===== src/rtl/usb2_ep_router_pkg.sv =====
// usb2_ep_router_pkg: endpoint modes, router FSM states and data PID toggle encodings
package usb2_ep_router_pkg;
    localparam logic [1:0] EP_MODE_CONTROL   = 2'd0;
    localparam logic [1:0] EP_MODE_ISOCH     = 2'd1;
    localparam logic [1:0] EP_MODE_BULK      = 2'd2;
    localparam logic [1:0] EP_MODE_INTERRUPT = 2'd3;
    localparam logic [1:0] DATA0 = 2'b00;
    localparam logic [1:0] DATA1 = 2'b01;
    typedef enum logic [1:0] {
        ST_IDLE   = 2'd0,
        ST_BOUND  = 2'd1,
        ST_REJECT = 2'd2
    } rtr_state_e;
endpackage


===== src/rtl/usb2_ep_router_if.sv =====
// usb2_ep_router_if: packet-side buffer write/read path; master is the packet layer, slave is the router
interface usb2_ep_router_if #(
    parameter int ADDR_W = 9,
    parameter int LEN_W  = 10
);
    logic [ADDR_W-1:0] buf_in_addr;
    logic [7:0]        buf_in_data;
    logic              buf_in_wren;
    logic              buf_in_commit;
    logic [LEN_W-1:0]  buf_in_commit_len;
    logic              buf_in_ready;
    logic              buf_in_commit_ack;
    logic [ADDR_W-1:0] buf_out_addr;
    logic              buf_out_arm;
    logic [7:0]        buf_out_q;
    logic [LEN_W-1:0]  buf_out_len;
    logic              buf_out_hasdata;
    logic              buf_out_arm_ack;
    modport master (
        output buf_in_addr, buf_in_data, buf_in_wren, buf_in_commit, buf_in_commit_len, buf_out_addr, buf_out_arm,
        input  buf_in_ready, buf_in_commit_ack, buf_out_q, buf_out_len, buf_out_hasdata, buf_out_arm_ack
    );
    modport slave (
        input  buf_in_addr, buf_in_data, buf_in_wren, buf_in_commit, buf_in_commit_len, buf_out_addr, buf_out_arm,
        output buf_in_ready, buf_in_commit_ack, buf_out_q, buf_out_len, buf_out_hasdata, buf_out_arm_ack
    );
endinterface


===== src/rtl/usb2_ep_router_state.sv =====
// usb2_ep_state: per-endpoint DATA0/DATA1 toggle and halt bank; clears to DATA0 beat ACK flips, halt set beats clear
module usb2_ep_state #(
    parameter int NUM_EP = 4
) (
    input  logic              clk,
    input  logic              rst,
    input  logic [NUM_EP-1:0] flip_i,
    input  logic              setup0_i,
    input  logic              halt_set_i,
    input  logic              halt_clr_i,
    input  logic [3:0]        halt_endp_i,
    input  logic              toggle_reset_i,
    output logic [NUM_EP-1:0] tog_o,
    output logic [NUM_EP-1:0] halt_o
);
    logic [NUM_EP-1:0] tog_q, tog_d, halt_q, halt_d;

    always_comb begin
        tog_d  = tog_q;
        halt_d = halt_q;
        for (int i = 0; i < NUM_EP; i++) begin
            tog_d[i]  = (setup0_i && i == 0) || (halt_clr_i && halt_endp_i == 4'(i)) || (toggle_reset_i && i != 0)
                        ? 1'b0 : tog_q[i] ^ flip_i[i];
            halt_d[i] = halt_set_i && halt_endp_i == 4'(i) ? 1'b1
                      : (halt_clr_i && halt_endp_i == 4'(i)) || (setup0_i && i == 0) ? 1'b0 : halt_q[i];
        end
    end

    always_ff @(posedge clk or posedge rst) begin
        if (rst) begin
            tog_q  <= '0;
            halt_q <= '0;
        end else begin
            tog_q  <= tog_d;
            halt_q <= halt_d;
        end
    end

    assign tog_o  = tog_q;
    assign halt_o = halt_q;
endmodule


===== src/rtl/usb2_ep_router.sv =====
// usb2_ep_router: binds one endpoint per token and muxes buffer traffic to it, gating halted/unbound endpoints.
// Define USB2_EP_ROUTER_TIMEOUT_EN to build the bind watchdog that drives err_timeout.
module usb2_ep_router
    import usb2_ep_router_pkg::*;
#(
    parameter int                  NUM_EP   = 4,
    parameter int                  ADDR_W   = 9,
    parameter int                  LEN_W    = 10,
    parameter logic [2*NUM_EP-1:0] EP_MODES = 8'b10_10_10_00,
    parameter int                  TIMEOUT  = 4095
) (
    input  logic                     phy_clk,
    input  logic                     reset,
    input  logic [3:0]               pkt_endp,
    input  logic                     pkt_token_act,
    input  logic                     pkt_setup,
    input  logic                     pkt_xfer_done,
    usb2_ep_router_if.slave          pkt,
    output logic [NUM_EP*ADDR_W-1:0] ep_buf_in_addr,
    output logic [NUM_EP*8-1:0]      ep_buf_in_data,
    output logic [NUM_EP-1:0]        ep_buf_in_wren,
    output logic [NUM_EP-1:0]        ep_buf_in_commit,
    output logic [NUM_EP*LEN_W-1:0]  ep_buf_in_commit_len,
    input  logic [NUM_EP-1:0]        ep_buf_in_ready,
    input  logic [NUM_EP-1:0]        ep_buf_in_commit_ack,
    output logic [NUM_EP*ADDR_W-1:0] ep_buf_out_addr,
    output logic [NUM_EP-1:0]        ep_buf_out_arm,
    input  logic [NUM_EP*8-1:0]      ep_buf_out_q,
    input  logic [NUM_EP*LEN_W-1:0]  ep_buf_out_len,
    input  logic [NUM_EP-1:0]        ep_buf_out_hasdata,
    input  logic [NUM_EP-1:0]        ep_buf_out_arm_ack,
    output logic [1:0]               endp_mode,
    output logic                     endp_valid,
    output logic                     endp_halted,
    input  logic                     data_toggle_act,
    output logic [1:0]               data_toggle,
    input  logic                     halt_set,
    input  logic                     halt_clr,
    input  logic [3:0]               halt_endp,
    input  logic                     toggle_reset,
    output logic [NUM_EP-1:0]        ep_active,
    output logic [NUM_EP-1:0]        ep_halt_vec,
    output logic                     err_timeout
);
    rtr_state_e        state_q, state_d;
    logic [3:0]        ep_q, ep_d;
    logic [NUM_EP-1:0] act, live, tog, halt;
    logic              token_ok, setup0, expire;

    assign token_ok = 32'(pkt_endp) < NUM_EP;
    assign setup0   = pkt_token_act && pkt_setup && pkt_endp == 4'd0;

`ifdef USB2_EP_ROUTER_TIMEOUT_EN
    logic [15:0] wd_q, wd_d;
    assign wd_d   = pkt_token_act || state_q == ST_IDLE ? 16'd0 : wd_q + 16'd1;
    assign expire = state_q != ST_IDLE && !pkt_token_act && !pkt_xfer_done && wd_q == 16'(TIMEOUT - 1);
    always_ff @(posedge phy_clk or posedge reset) begin
        if (reset) wd_q <= 16'd0;
        else       wd_q <= wd_d;
    end
`else
    assign expire = 1'b0;
`endif

    always_ff @(posedge phy_clk or posedge reset) begin
        if (reset) begin
            state_q <= ST_IDLE;
            ep_q    <= 4'd0;
        end else begin
            state_q <= state_d;
            ep_q    <= ep_d;
        end
    end

    // a new token always wins over a coincident done or watchdog expiry
    always_comb begin
        state_d = state_q;
        ep_d    = ep_q;
        if (pkt_token_act) begin
            state_d = token_ok ? ST_BOUND : ST_REJECT;
            ep_d    = pkt_endp;
        end else if (state_q != ST_IDLE && (pkt_xfer_done || expire)) begin
            state_d = ST_IDLE;
        end
    end

    always_comb begin
        act                   = '0;
        endp_mode             = EP_MODE_CONTROL;
        pkt.buf_in_ready      = 1'b0;
        pkt.buf_in_commit_ack = 1'b0;
        pkt.buf_out_q         = '0;
        pkt.buf_out_len       = '0;
        pkt.buf_out_hasdata   = 1'b0;
        pkt.buf_out_arm_ack   = 1'b0;
        for (int i = 0; i < NUM_EP; i++) begin
            act[i] = state_q == ST_BOUND && ep_q == 4'(i);
            if (act[i] && i != 0) endp_mode = EP_MODES[2*i +: 2];
            if (act[i] && !halt[i]) begin
                pkt.buf_in_ready      = ep_buf_in_ready[i];
                pkt.buf_in_commit_ack = ep_buf_in_commit_ack[i];
                pkt.buf_out_q         = ep_buf_out_q[i*8 +: 8];
                pkt.buf_out_len       = ep_buf_out_len[i*LEN_W +: LEN_W];
                pkt.buf_out_hasdata   = ep_buf_out_hasdata[i];
                pkt.buf_out_arm_ack   = ep_buf_out_arm_ack[i];
            end
        end
    end

    assign live        = act & ~halt;
    assign ep_active   = act;
    assign ep_halt_vec = halt;
    assign endp_valid  = state_q == ST_BOUND;
    assign endp_halted = |(act & halt);
    assign data_toggle = |(act & tog) ? DATA1 : DATA0;
    assign err_timeout = expire;

    for (genvar g = 0; g < NUM_EP; g++) begin : g_ep
        assign ep_buf_in_addr[g*ADDR_W +: ADDR_W]      = live[g] ? pkt.buf_in_addr : '0;
        assign ep_buf_in_data[g*8 +: 8]                = live[g] ? pkt.buf_in_data : '0;
        assign ep_buf_in_wren[g]                       = live[g] && pkt.buf_in_wren;
        assign ep_buf_in_commit[g]                     = live[g] && pkt.buf_in_commit;
        assign ep_buf_in_commit_len[g*LEN_W +: LEN_W]  = live[g] ? pkt.buf_in_commit_len : '0;
        assign ep_buf_out_addr[g*ADDR_W +: ADDR_W]     = live[g] ? pkt.buf_out_addr : '0;
        assign ep_buf_out_arm[g]                       = live[g] && pkt.buf_out_arm;
    end

    usb2_ep_state #(.NUM_EP(NUM_EP)) u_state (
        .clk            (phy_clk),
        .rst            (reset),
        .flip_i         (live & {NUM_EP{data_toggle_act}}),
        .setup0_i       (setup0),
        .halt_set_i     (halt_set),
        .halt_clr_i     (halt_clr),
        .halt_endp_i    (halt_endp),
        .toggle_reset_i (toggle_reset),
        .tog_o          (tog),
        .halt_o         (halt)
    );
endmodule


===== src/flat_wrapper.sv =====
// flat-port wrapper written by rule: the top's interface ports become plain ports
module usb2_ep_router_flat import usb2_ep_router_pkg::*;
#(
    parameter int                  NUM_EP   = 4,
    parameter int                  ADDR_W   = 9,
    parameter int                  LEN_W    = 10,
    parameter logic [2*NUM_EP-1:0] EP_MODES = 8'b10_10_10_00,
    parameter int                  TIMEOUT  = 4095
)
  (phy_clk, reset, pkt_endp, pkt_token_act, pkt_setup, pkt_xfer_done, ep_buf_in_addr, ep_buf_in_data, ep_buf_in_wren, ep_buf_in_commit, ep_buf_in_commit_len, ep_buf_in_ready, ep_buf_in_commit_ack, ep_buf_out_addr, ep_buf_out_arm, ep_buf_out_q, ep_buf_out_len, ep_buf_out_hasdata, ep_buf_out_arm_ack, endp_mode, endp_valid, endp_halted, data_toggle_act, data_toggle, halt_set, halt_clr, halt_endp, toggle_reset, ep_active, ep_halt_vec, err_timeout, pkt_buf_in_addr, pkt_buf_in_data, pkt_buf_in_wren, pkt_buf_in_commit, pkt_buf_in_commit_len, pkt_buf_out_addr, pkt_buf_out_arm, pkt_buf_in_ready, pkt_buf_in_commit_ack, pkt_buf_out_q, pkt_buf_out_len, pkt_buf_out_hasdata, pkt_buf_out_arm_ack);
  usb2_ep_router_if #(.ADDR_W(ADDR_W), .LEN_W(LEN_W)) pkt_i ();
  input  logic phy_clk;
  input  logic reset;
  input  logic [3:0] pkt_endp;
  input  logic pkt_token_act;
  input  logic pkt_setup;
  input  logic pkt_xfer_done;
  output logic [NUM_EP*ADDR_W-1:0] ep_buf_in_addr;
  output logic [NUM_EP*8-1:0] ep_buf_in_data;
  output logic [NUM_EP-1:0] ep_buf_in_wren;
  output logic [NUM_EP-1:0] ep_buf_in_commit;
  output logic [NUM_EP*LEN_W-1:0] ep_buf_in_commit_len;
  input  logic [NUM_EP-1:0] ep_buf_in_ready;
  input  logic [NUM_EP-1:0] ep_buf_in_commit_ack;
  output logic [NUM_EP*ADDR_W-1:0] ep_buf_out_addr;
  output logic [NUM_EP-1:0] ep_buf_out_arm;
  input  logic [NUM_EP*8-1:0] ep_buf_out_q;
  input  logic [NUM_EP*LEN_W-1:0] ep_buf_out_len;
  input  logic [NUM_EP-1:0] ep_buf_out_hasdata;
  input  logic [NUM_EP-1:0] ep_buf_out_arm_ack;
  output logic [1:0] endp_mode;
  output logic endp_valid;
  output logic endp_halted;
  input  logic data_toggle_act;
  output logic [1:0] data_toggle;
  input  logic halt_set;
  input  logic halt_clr;
  input  logic [3:0] halt_endp;
  input  logic toggle_reset;
  output logic [NUM_EP-1:0] ep_active;
  output logic [NUM_EP-1:0] ep_halt_vec;
  output logic err_timeout;
  input wire logic [$bits(pkt_i.buf_in_addr)-1:0] pkt_buf_in_addr;
  input wire logic [$bits(pkt_i.buf_in_data)-1:0] pkt_buf_in_data;
  input wire logic [$bits(pkt_i.buf_in_wren)-1:0] pkt_buf_in_wren;
  input wire logic [$bits(pkt_i.buf_in_commit)-1:0] pkt_buf_in_commit;
  input wire logic [$bits(pkt_i.buf_in_commit_len)-1:0] pkt_buf_in_commit_len;
  input wire logic [$bits(pkt_i.buf_out_addr)-1:0] pkt_buf_out_addr;
  input wire logic [$bits(pkt_i.buf_out_arm)-1:0] pkt_buf_out_arm;
  output wire logic [$bits(pkt_i.buf_in_ready)-1:0] pkt_buf_in_ready;
  output wire logic [$bits(pkt_i.buf_in_commit_ack)-1:0] pkt_buf_in_commit_ack;
  output wire logic [$bits(pkt_i.buf_out_q)-1:0] pkt_buf_out_q;
  output wire logic [$bits(pkt_i.buf_out_len)-1:0] pkt_buf_out_len;
  output wire logic [$bits(pkt_i.buf_out_hasdata)-1:0] pkt_buf_out_hasdata;
  output wire logic [$bits(pkt_i.buf_out_arm_ack)-1:0] pkt_buf_out_arm_ack;
  assign pkt_i.buf_in_addr = pkt_buf_in_addr;
  assign pkt_i.buf_in_data = pkt_buf_in_data;
  assign pkt_i.buf_in_wren = pkt_buf_in_wren;
  assign pkt_i.buf_in_commit = pkt_buf_in_commit;
  assign pkt_i.buf_in_commit_len = pkt_buf_in_commit_len;
  assign pkt_i.buf_out_addr = pkt_buf_out_addr;
  assign pkt_i.buf_out_arm = pkt_buf_out_arm;
  assign pkt_buf_in_ready = pkt_i.buf_in_ready;
  assign pkt_buf_in_commit_ack = pkt_i.buf_in_commit_ack;
  assign pkt_buf_out_q = pkt_i.buf_out_q;
  assign pkt_buf_out_len = pkt_i.buf_out_len;
  assign pkt_buf_out_hasdata = pkt_i.buf_out_hasdata;
  assign pkt_buf_out_arm_ack = pkt_i.buf_out_arm_ack;
  usb2_ep_router #(.NUM_EP(NUM_EP), .ADDR_W(ADDR_W), .LEN_W(LEN_W), .EP_MODES(EP_MODES), .TIMEOUT(TIMEOUT)) u_core (.phy_clk(phy_clk), .reset(reset), .pkt_endp(pkt_endp), .pkt_token_act(pkt_token_act), .pkt_setup(pkt_setup), .pkt_xfer_done(pkt_xfer_done), .pkt(pkt_i), .ep_buf_in_addr(ep_buf_in_addr), .ep_buf_in_data(ep_buf_in_data), .ep_buf_in_wren(ep_buf_in_wren), .ep_buf_in_commit(ep_buf_in_commit), .ep_buf_in_commit_len(ep_buf_in_commit_len), .ep_buf_in_ready(ep_buf_in_ready), .ep_buf_in_commit_ack(ep_buf_in_commit_ack), .ep_buf_out_addr(ep_buf_out_addr), .ep_buf_out_arm(ep_buf_out_arm), .ep_buf_out_q(ep_buf_out_q), .ep_buf_out_len(ep_buf_out_len), .ep_buf_out_hasdata(ep_buf_out_hasdata), .ep_buf_out_arm_ack(ep_buf_out_arm_ack), .endp_mode(endp_mode), .endp_valid(endp_valid), .endp_halted(endp_halted), .data_toggle_act(data_toggle_act), .data_toggle(data_toggle), .halt_set(halt_set), .halt_clr(halt_clr), .halt_endp(halt_endp), .toggle_reset(toggle_reset), .ep_active(ep_active), .ep_halt_vec(ep_halt_vec), .err_timeout(err_timeout));
endmodule

===== config.mk =====
export PLATFORM = sky130hd
export DESIGN_NAME = usb2_ep_router_flat
export DESIGN_NICKNAME = d
export VERILOG_FILES = /design/src/rtl/usb2_ep_router_pkg.sv /design/src/rtl/usb2_ep_router_if.sv /design/src/rtl/usb2_ep_router_state.sv /design/src/rtl/usb2_ep_router.sv /design/src/flat_wrapper.sv
export SDC_FILE = /design/constraint.sdc
export NUM_CORES = 1
export LEC_CHECK = 0
export BUFFER_PORTS_ARGS = -buffer_cell sky130_fd_sc_hd__buf_2
export CAP_MARGIN = 20
export CORE_AREA = 2 2 130 132
export CTS_BUF_LIST = sky130_fd_sc_hd__clkbuf_4 sky130_fd_sc_hd__clkbuf_8
export DETAILED_ROUTE_END_ITERATION = 7
export DIE_AREA = 0 0 132 134
export PLACE_DENSITY = 0.56
export SYNTH_ARGS = -nofsm -noshare
export SYNTH_HDL_FRONTEND = slang
export SYNTH_HIERARCHICAL = 1
export SYNTH_SLANG_ARGS = --single-unit
export TNS_END_PERCENT = 30

===== constraint.sdc =====
create_clock -name phy_clk -period 2.2 [get_ports phy_clk]
set_input_delay 0.11 -clock phy_clk [delete_from_list [all_inputs] [get_ports phy_clk]]
set_output_delay 0.11 -clock phy_clk [all_outputs]
set_load 0.05 [all_outputs]

==> results summary, run 1 <==
Routability-driven placement finished with a final weighted congestion of 0.769. Global routing finished with a remaining overflow of 0. The number of detailed-routing iterations run before antenna repair came out at 4. The largest stage delay on the critical path came out at 630 ps.

Each instance of the synthesized netlist takes up on average 7.25 um^2. The starting density of the core is 0.150. The critical path goes through or4b_4, buf_4, or3_4, o22ai_2, a21oi_4, buf_6. The power spent charging and discharging nets came out at 466 uW. The leakage dissipation is 3.08 nW.

The H-tree depth came out at 1. The async set-reset flop share out of synthesis is 1.00. Timing would allow up to 0.422 GHz. The clock drives 14 sinks.

The die covers 0.0177 mm^2. Setup repair after global routing could not meet its margin everywhere. The total track usage came out at 0.135. After technology mapping, the gate count stands at 336. The flop and latch count out of synthesis is 14. TritonCTS built the clock tree. The number of cells traversed by the worst hold path came out at 2. The number of synthesized flops with an enable pin is 0. The estimated wirelength of the detail-placed design came out at 9880 um. Power spread over the standard cell area amounts to 166 mW/mm^2.

The maximum number of buffers from clock root to sink is 2. The clock reaches the later pin of the worst-skew pair after 240 ps. Entering global routing, the biggest net connects 36 pins.

The distinct cell type count after synthesis came out at 37. The sequential-to-total area share from yosys stat is 0.144. The detailed-route via count came out at 3,964. The depth of the most critical reg-to-reg path came out at 7. The maximum resistive drop on vdd came out at 0.376 mV. The kind of cell with the highest combined delay on the critical path is simple AND/OR/NAND/NOR gates.

The average routed wire per standard cell is 17.6 um. The critical-path cell with the highest stage delay is sky130_fd_sc_hd__or4b_4. The maximum clock skew at final layout is 1.44 ps. The fraction of final layout cells sized beyond drive strength 1 is 0.742. The top cell types in the final layout, fill and taps aside, are sky130_fd_sc_hd__buf_2, sky130_fd_sc_hd__buf_6, sky130_fd_sc_hd__and2_1.

The category of the most critical setup path is reg -> out. The share of total power dissipated in sequential elements is 0.306. The flow ran to the end, but the final reports show violations. The global-route wire length before repair is 19,600 um. The total wirelength of the detailed-routed design came out at 16,000 um.

The count of final max-slew check failures was 0. The final reports fail on setup timing. The worst flop-to-flop path endpoint is u_core/u_state/tog_o[2]. The minimum period implied by the final worst setup slack is 2370 ps. The final count of hold timing violations is 0. The tree is rooted in a sky130_fd_sc_hd__clkbuf_8. The worst setup path is launched from a flop. The worst register-to-register path begins at u_core/state_q[1]. The launch point of the worst hold path is toggle_reset. The number of remaining DRC errors came out at 0. The internal portion of the total power is 634 uW. STA puts the critical path data required time at 2090 ps. The post-route total power is 1.10 mW. The detailed router finished its first iteration with 120 violations. The leading cell type in the layout, fill and taps excluded is sky130_fd_sc_hd__buf_2. The number of buffers inserted during clock tree synthesis came out at 3.

The final design instance area without fill came out at 0.00661 mm^2. The worst reg-to-reg setup slack came out at 20 ps. The overall die height came out at 134 um. The layout-stage area growth over the synthesis result came out at 171%. STA classifies the critical path endpoint as a primary output. The number of I/O pins came out at 337. The switching power as a share of total power came out at 0.424. The quantity of I/O buffers inserted on ports is 333.

The via count of the first global-routing pass is 3,687. After clock tree synthesis, the clock-pin slew on the worst setup and hold paths is 60 ps. Using the TritonRoute via totals, the vias-per-cell ratio works out to 4.36. The worst hold path belongs to the class in -> reg. The dominant register cell in the synthesized netlist is sky130_fd_sc_hd__dfrtp_1. Setup slack on the critical path of the routed design comes to -172 ps. The cell row count is 47. The number of antenna violations at the first check in global routing came out at 0. The path with the worst hold slack has its endpoint at u_core/u_state/tog_o[2].

The top cell type's share of synthesized area is 0.342. The fraction of power consumed by combinational cells is 0.507. Data on the critical path arrives at its endpoint at 2260 ps. The diode insertion count for antenna repair came out at 0.

The die is 132 um wide. The number of buffer and inverter instances along the worst setup path is 2. The area of the core region is 0.0163 mm^2. The max capacitance violation total came out at 0.

The share of the cycle needed by the critical path after routing is 1.08. The biggest fanout along the worst timing path came out at 6. The net count of the finished layout is 836. The post-synthesis cell area came out at 0.00244 mm^2. The fraction of power consumed by the clock network is 0.186. By area the synthesized netlist is led by sky130_fd_sc_hd__and2_1, sky130_fd_sc_hd__dfrtp_1, sky130_fd_sc_hd__and2_2, sky130_fd_sc_hd__a22oi_1, sky130_fd_sc_hd__o22ai_1.

The final cell utilization of the core came out at 0.406. The number of warnings reported in the yosys synthesis log came out at 6. The number of routed nets with antenna violations is 0. Summing all placed instances gives a cell area of 0.00472 mm^2.

The final number of setup-violating endpoints is 110. The biggest area contributor in the post-synthesis netlist is sky130_fd_sc_hd__and2_1.
synth_stat cells (2+ instances only):
library cell and number:
sky130_fd_sc_hd__a22oi_1 22, sky130_fd_sc_hd__nand2b_1 4, sky130_fd_sc_hd__buf_2 5, sky130_fd_sc_hd__buf_4 3
sky130_fd_sc_hd__o21ai_0 6, sky130_fd_sc_hd__nor2_1 4, sky130_fd_sc_hd__buf_6 3, sky130_fd_sc_hd__nand4bb_1 2
sky130_fd_sc_hd__inv_1 3, sky130_fd_sc_hd__xnor2_1 4, sky130_fd_sc_hd__o22ai_1 22, sky130_fd_sc_hd__a311oi_1 3
sky130_fd_sc_hd__and2_2 27, sky130_fd_sc_hd__nor3_2 2, sky130_fd_sc_hd__clkbuf_1 23, sky130_fd_sc_hd__mux2_2 4
sky130_fd_sc_hd__nor3_1 5, sky130_fd_sc_hd__a22o_1 2, sky130_fd_sc_hd__a21oi_1 22, sky130_fd_sc_hd__and2_1 133
sky130_fd_sc_hd__nand3_1 5, sky130_fd_sc_hd__dfrtp_1 14, sky130_fd_sc_hd__mux2i_1 2, sky130_fd_sc_hd__a32o_1 3
per-stage QoR:
stage / hold WS, ps / std cells / TNS [ps] / worst slack [ps]
CTS: 45.5 / 889 / -4580 / -164
finish: 50.5 / 910 / -8560 / -172
detailed placement: 67.8 / 881 / -389 / -87.4
floorplan: -99.0 / 338 / -1450 / -51.5
global route: 45.8 / 910 / -22850 / -251
global placement: 56.9 / 881 / -142 / -77.1
state kept, by name (all words and copies together) (netlist names):
signal,cells
u_core/ep_q,4
u_core/u_state/halt_o,4
u_core/u_state/tog_o,4
u_core/state_q,2
cells by family (layout without fill, tap and decap cells):
logic type / Yosys count / in the layout / synth area share
AND/OR/NAND/NOR: 193 / 196 / 0.525
AO/OA/AOI/OAI: 81 / 81 / 0.215
buffers and inverters: 37 / 386 / 0.0734
flip-flops: 14 / 14 / 0.144
multiplexers: 6 / 6 / 0.0267
XOR/XNOR: 4 / 4 / 0.0144
other: 1 / 3 / 0.00154
worst max-delay path by stage:
| stage | start | end | slack [ps] | cells past startpoint |
|---|---|---|---|---|
| after floorplan | u_core/ep_q[0] | ep_buf_in_addr[0] | -50 | 6 |
| after global placement | u_core/ep_q[0] | pkt_buf_out_len[7] | -80 | 5 |
| after CTS | u_core/state_q[1] | pkt_buf_out_q[4] | -160 | 5 |
| final | u_core/state_q[1] | pkt_buf_out_q[7] | -170 | 6 |
| after global routing | u_core/state_q[1] | pkt_buf_out_q[7] | -250 | 9 |
| after detailed placement | u_core/ep_q[0] | pkt_buf_out_len[7] | -90 | 5 |
per-layer routing:
layer | vias to the layer above | routed length, um | global-route usage
met5 | - | 0 | 0
met1 | 1869 | 6150 | 0.157
met2 | 202 | 8530 | 0.262
met3 | 24 | 1010 | 0.0231
li1 | 1869 | - | -
met4 | 0 | 309 | 0.0193
cell type report:
cell class	instances	area [um^2]
multi-input combinational	290	2540
inverter	3	11.3
sequential	14	350
tap	220	275
clock buffer	3	41.3
fill	1605	9680
timing repair buffer	380	3400
what timing repair did:
item / CTS / global route
cloned: 2 / 10
hold endpoints to repair: 14 / 0
buffers inserted: 2 / 11
hold buffers: 1 / 0
endpoints found under the setup margin: 167 / 179
resized for setup: 269 / 203
pin swaps: 3 / 47
power groups by stage:
stage	Sequential [mW]	Clock [mW]	Combinational (mW)
final	0.337	0.205	0.558
after global routing	0.343	0.223	0.589
after CTS	0.336	0.215	0.511
after detailed placement	0.333	0	0.476
after global placement	0.331	0	0.474
after floorplan	0.373	0	0.193
No activity file was read; power rests on OpenSTA's default activity.
==> run 2: changes to the inputs <==
--- a/config.mk
+++ b/config.mk
@@ -11,7 +11,7 @@
 export CTS_BUF_LIST = sky130_fd_sc_hd__clkbuf_4 sky130_fd_sc_hd__clkbuf_8
 export DETAILED_ROUTE_END_ITERATION = 7
 export DIE_AREA = 0 0 132 134
-export PLACE_DENSITY = 0.56
+export PLACE_DENSITY = 0.5
 export SYNTH_ARGS = -nofsm -noshare
 export SYNTH_HDL_FRONTEND = slang
 export SYNTH_HIERARCHICAL = 1
==> run 2 against run 1 <==
The flow still finishes with violations (setup timing). Sequential share of layout area increased by 0.091 points. Power rose by 1.4%. Sequential power shrank 3%. Clock-buffer cell count up 1. Register-to-register slack worse by 60 ps. Routed wire length shrank 4.7%. Cell area is 1.7% lower. Maximum frequency shrank 2.4%. Final cell count grew 0.33%. Critical path type unchanged. Largest cell class unchanged. Largest power group unchanged.
==> results summary, run 2 (synthesis results as in run 1) <==
The max capacitance violation total came to 0 (unchanged). Violations in the final reports: setup timing (unchanged). The clock tree from TritonCTS was done (unchanged). The final count of hold timing violations came out at 0 (unchanged). The final design instance area without fill is 0.00650 mm^2 (was 0.00661 mm^2). The detail-routed via count per cell is 4.37 (was 4.36).

The leakage dissipation is 3.12 nW (was 3.08 nW). Crit path cell chain: or4b_4, nor4_4, buf_6, buf_6, buf_12, buf_4, and2_2, buf_8 (was or4b_4, buf_4, or3_4, o22ai_2, a21oi_4, buf_6). The biggest fanout along the worst timing path came to 6 (unchanged). The H-tree depth came out at 1 (unchanged). The count of final max-slew check failures is 0 (unchanged). The final number of setup-violating endpoints was 101 (was 110). The category of the most critical setup path is reg -> out (unchanged). The total power density per cell area is 172 mW/mm^2 (was 166 mW/mm^2). The leading cell type in the layout, fill and taps excluded is sky130_fd_sc_hd__buf_2 (unchanged). The maximum number of buffers from clock root to sink came to 2 (unchanged). The number of I/O pins came to 337 (unchanged). The number of DRC markers after the initial detailed-route iteration came out at 109 (was 120). The clock sink total was 14 (unchanged).

The total wirelength of the detailed-routed design is 15,300 um (was 16,000 um). The layout-stage area growth over the synthesis result was 167% (was 171%). The final worst-path setup slack came out at -231 ps (was -172 ps). Setup repair after global routing missed its margin: true (unchanged). The final worst hold slack is 50.7 ps (was 50.5 ps).

The final cell utilization of the core is 0.399 (was 0.406). The maximum clock skew at final layout is 1.22 ps (was 1.44 ps). The clock latency at the later pin of the worst-skew pair came out at 240 ps (about the same).

The maximum resistive drop on vdd came out at 0.270 mV (was 0.376 mV). The worst reg-to-reg setup slack is -40 ps (was 20 ps). The clock slew seen by the registers of the worst setup and hold paths is 60 ps (about the same).

The met2 track demand over resource in global routing is 0.267 (was 0.262). The minimum period implied by the final worst setup slack is 2430 ps (was 2370 ps). The area of the core region is 0.0163 mm^2 (unchanged). The number of remaining DRC errors was 0 (unchanged). The largest stage delay on the critical path is 590 ps (was 630 ps). The global-route wire length before repair is 20,000 um (was 19,600 um).

Leading cell types in the layout, fill and taps excluded: sky130_fd_sc_hd__buf_2, sky130_fd_sc_hd__and2_1, sky130_fd_sc_hd__buf_6 (was sky130_fd_sc_hd__buf_2, sky130_fd_sc_hd__buf_6, sky130_fd_sc_hd__and2_1). The total overflow reported by the global router is 0 (unchanged). The maximum number of pins on one net before global-route repair came to 41 (was 36). The critical-path cell with the highest stage delay is sky130_fd_sc_hd__or4b_4 (unchanged). The worst path required time came out at 2090 ps (about the same). The via count of the first global-routing pass is 3,752 (was 3,687). The cell at the root of the clock tree is sky130_fd_sc_hd__clkbuf_8 (unchanged). The horizontal die dimension came out at 132 um (unchanged).

The global routing's busiest layer is met2 (unchanged). The number of detailed-routing iterations run before antenna repair came to 4 (unchanged). The kind of start point of the critical path is a flop (unchanged).

The share of the cycle needed by the critical path after routing came to 1.11 (was 1.08). The final weighted congestion in routability-driven placement came out at 0.782 (was 0.769). The detailed-route via count came out at 3,992 (was 3,964). The placement-stage worst setup slack is -36.2 ps (was -87.4 ps). The total track usage came out at 0.136 (was 0.135).

The kind of end point of the critical path is a primary output (unchanged). The diode insertion count for antenna repair is 0 (unchanged). The worst min-delay path category is in -> reg (unchanged).

The number of buffer and inverter instances along the worst setup path is 5 (was 2). The number of antenna violations at the first check in global routing came out at 0 (unchanged). The critical path arrival came to 2320 ps (was 2260 ps). The highest attainable clock frequency came out at 0.411 GHz (was 0.422 GHz).

The quantity of I/O buffers inserted on ports came out at 333 (unchanged). The number of routed nets with antenna violations came out at 0 (unchanged). The met1 usage came out at 0.161 (was 0.157). Among the stages of the critical path, the cell type that occurs most often is sky130_fd_sc_hd__buf_6. The kind of cell with the highest combined delay on the critical path is simple AND/OR/NAND/NOR gates (unchanged). The average routed wire per standard cell came to 16.7 um (was 17.6 um). The area after detailed placement came out at 0.00477 mm^2 (was 0.00472 mm^2).

The overall die height is 134 um (unchanged). The starting density of the core is 0.150 (unchanged). The overall die area came out at 0.0177 mm^2 (unchanged). The global-route track usage on met3 is 0.0197 (was 0.0231). The fraction of final layout cells sized beyond drive strength 1 is 0.727 (was 0.742). The estimated wirelength of the detail-placed design came out at 10,400 um (was 9880 um). Status: complete, but fails checks (unchanged). The number of buffers inserted during clock tree synthesis is 3 (unchanged). The cell row count was 47 (unchanged).

The net count reported at finish is 838 (was 836).
[run 2: cell types whose count changed in the layout (fill, tap and decap cells not counted), moves of 3 or more]
cell	previous run	this run
sky130_fd_sc_hd__buf_8	34	53
sky130_fd_sc_hd__buf_4	52	38
sky130_fd_sc_hd__buf_6	126	89
sky130_fd_sc_hd__o22ai_4	3	0
sky130_fd_sc_hd__o22ai_2	16	7
sky130_fd_sc_hd__buf_12	6	10
sky130_fd_sc_hd__a22oi_2	15	18
sky130_fd_sc_hd__and2_2	24	9
sky130_fd_sc_hd__and2_4	30	44
sky130_fd_sc_hd__a22oi_1	7	4
sky130_fd_sc_hd__buf_2	153	187
sky130_fd_sc_hd__o22ai_1	3	15
sky130_fd_sc_hd__or3_4	4	1
[run 2: worst paths after layout]
kind                                          from                 endpoint  cells after the start
min in group asynchronous                    reset           u_core/ep_q[3]                      3
hold reg to reg            u_core/u_state/tog_o[0]  u_core/u_state/tog_o[0]                      2
max in group asynchronous                    reset  u_core/u_state/tog_o[0]                      3
setup reg to reg                    u_core/ep_q[3]  u_core/u_state/tog_o[0]                      9
hold / removal                        toggle_reset  u_core/u_state/tog_o[1]                      2
setup / recovery                    u_core/ep_q[3]        ep_buf_in_data[1]                      8
[run 2: layout make-up]
| class | instances | area [um^2] |
|---|---|---|
| Timing Repair Buffer | 385 | 3390 |
| Fill cell | 1604 | 9790 |
| Sequential cell | 14 | 350 |
| Multi-Input combinational cell | 287 | 2420 |
| Clock buffer | 4 | 55.1 |
| Inverter | 3 | 11.3 |
| Tap cell | 220 | 275 |
[run 2: metrics by stage]
| stage | instances | setup TNS (ps) | power (mW) |
|---|---|---|---|
| floorplan | 338 | -1450 | 0.566 |
| global placement | 885 | -30.3 | 0.811 |
| detailed placement | 885 | -352 | 0.810 |
| CTS | 890 | -11160 | 1.08 |
| global route | 913 | -25070 | 1.18 |
| finish | 913 | -15950 | 1.12 |
[run 2: what timing repair did]
item                                    4_1_cts  5_1_grt
resized for setup                           178      307
gates cloned                                  0        8
hold endpoints to repair                     14        0
pin swaps                                     0       44
endpoints found under the setup margin      166      178
hold buffers                                  1        0
buffers inserted                              0       16
[run 2: power by group]
group | switching (mW) | internal, mW | total (mW)
combinational | 0.318 | 0.224 | 0.542
sequential | 0.0420 | 0.286 | 0.327
clock | 0.0883 | 0.158 | 0.246
[run 2: per-layer routing]
metal  share of wire  vias up  routed length (um)
met5               0        -                   0
met1            0.39     1901                5900
li1                -     1865                   -
met4           0.021        0                 317
met3           0.056       25                 859
met2            0.54      201                8180
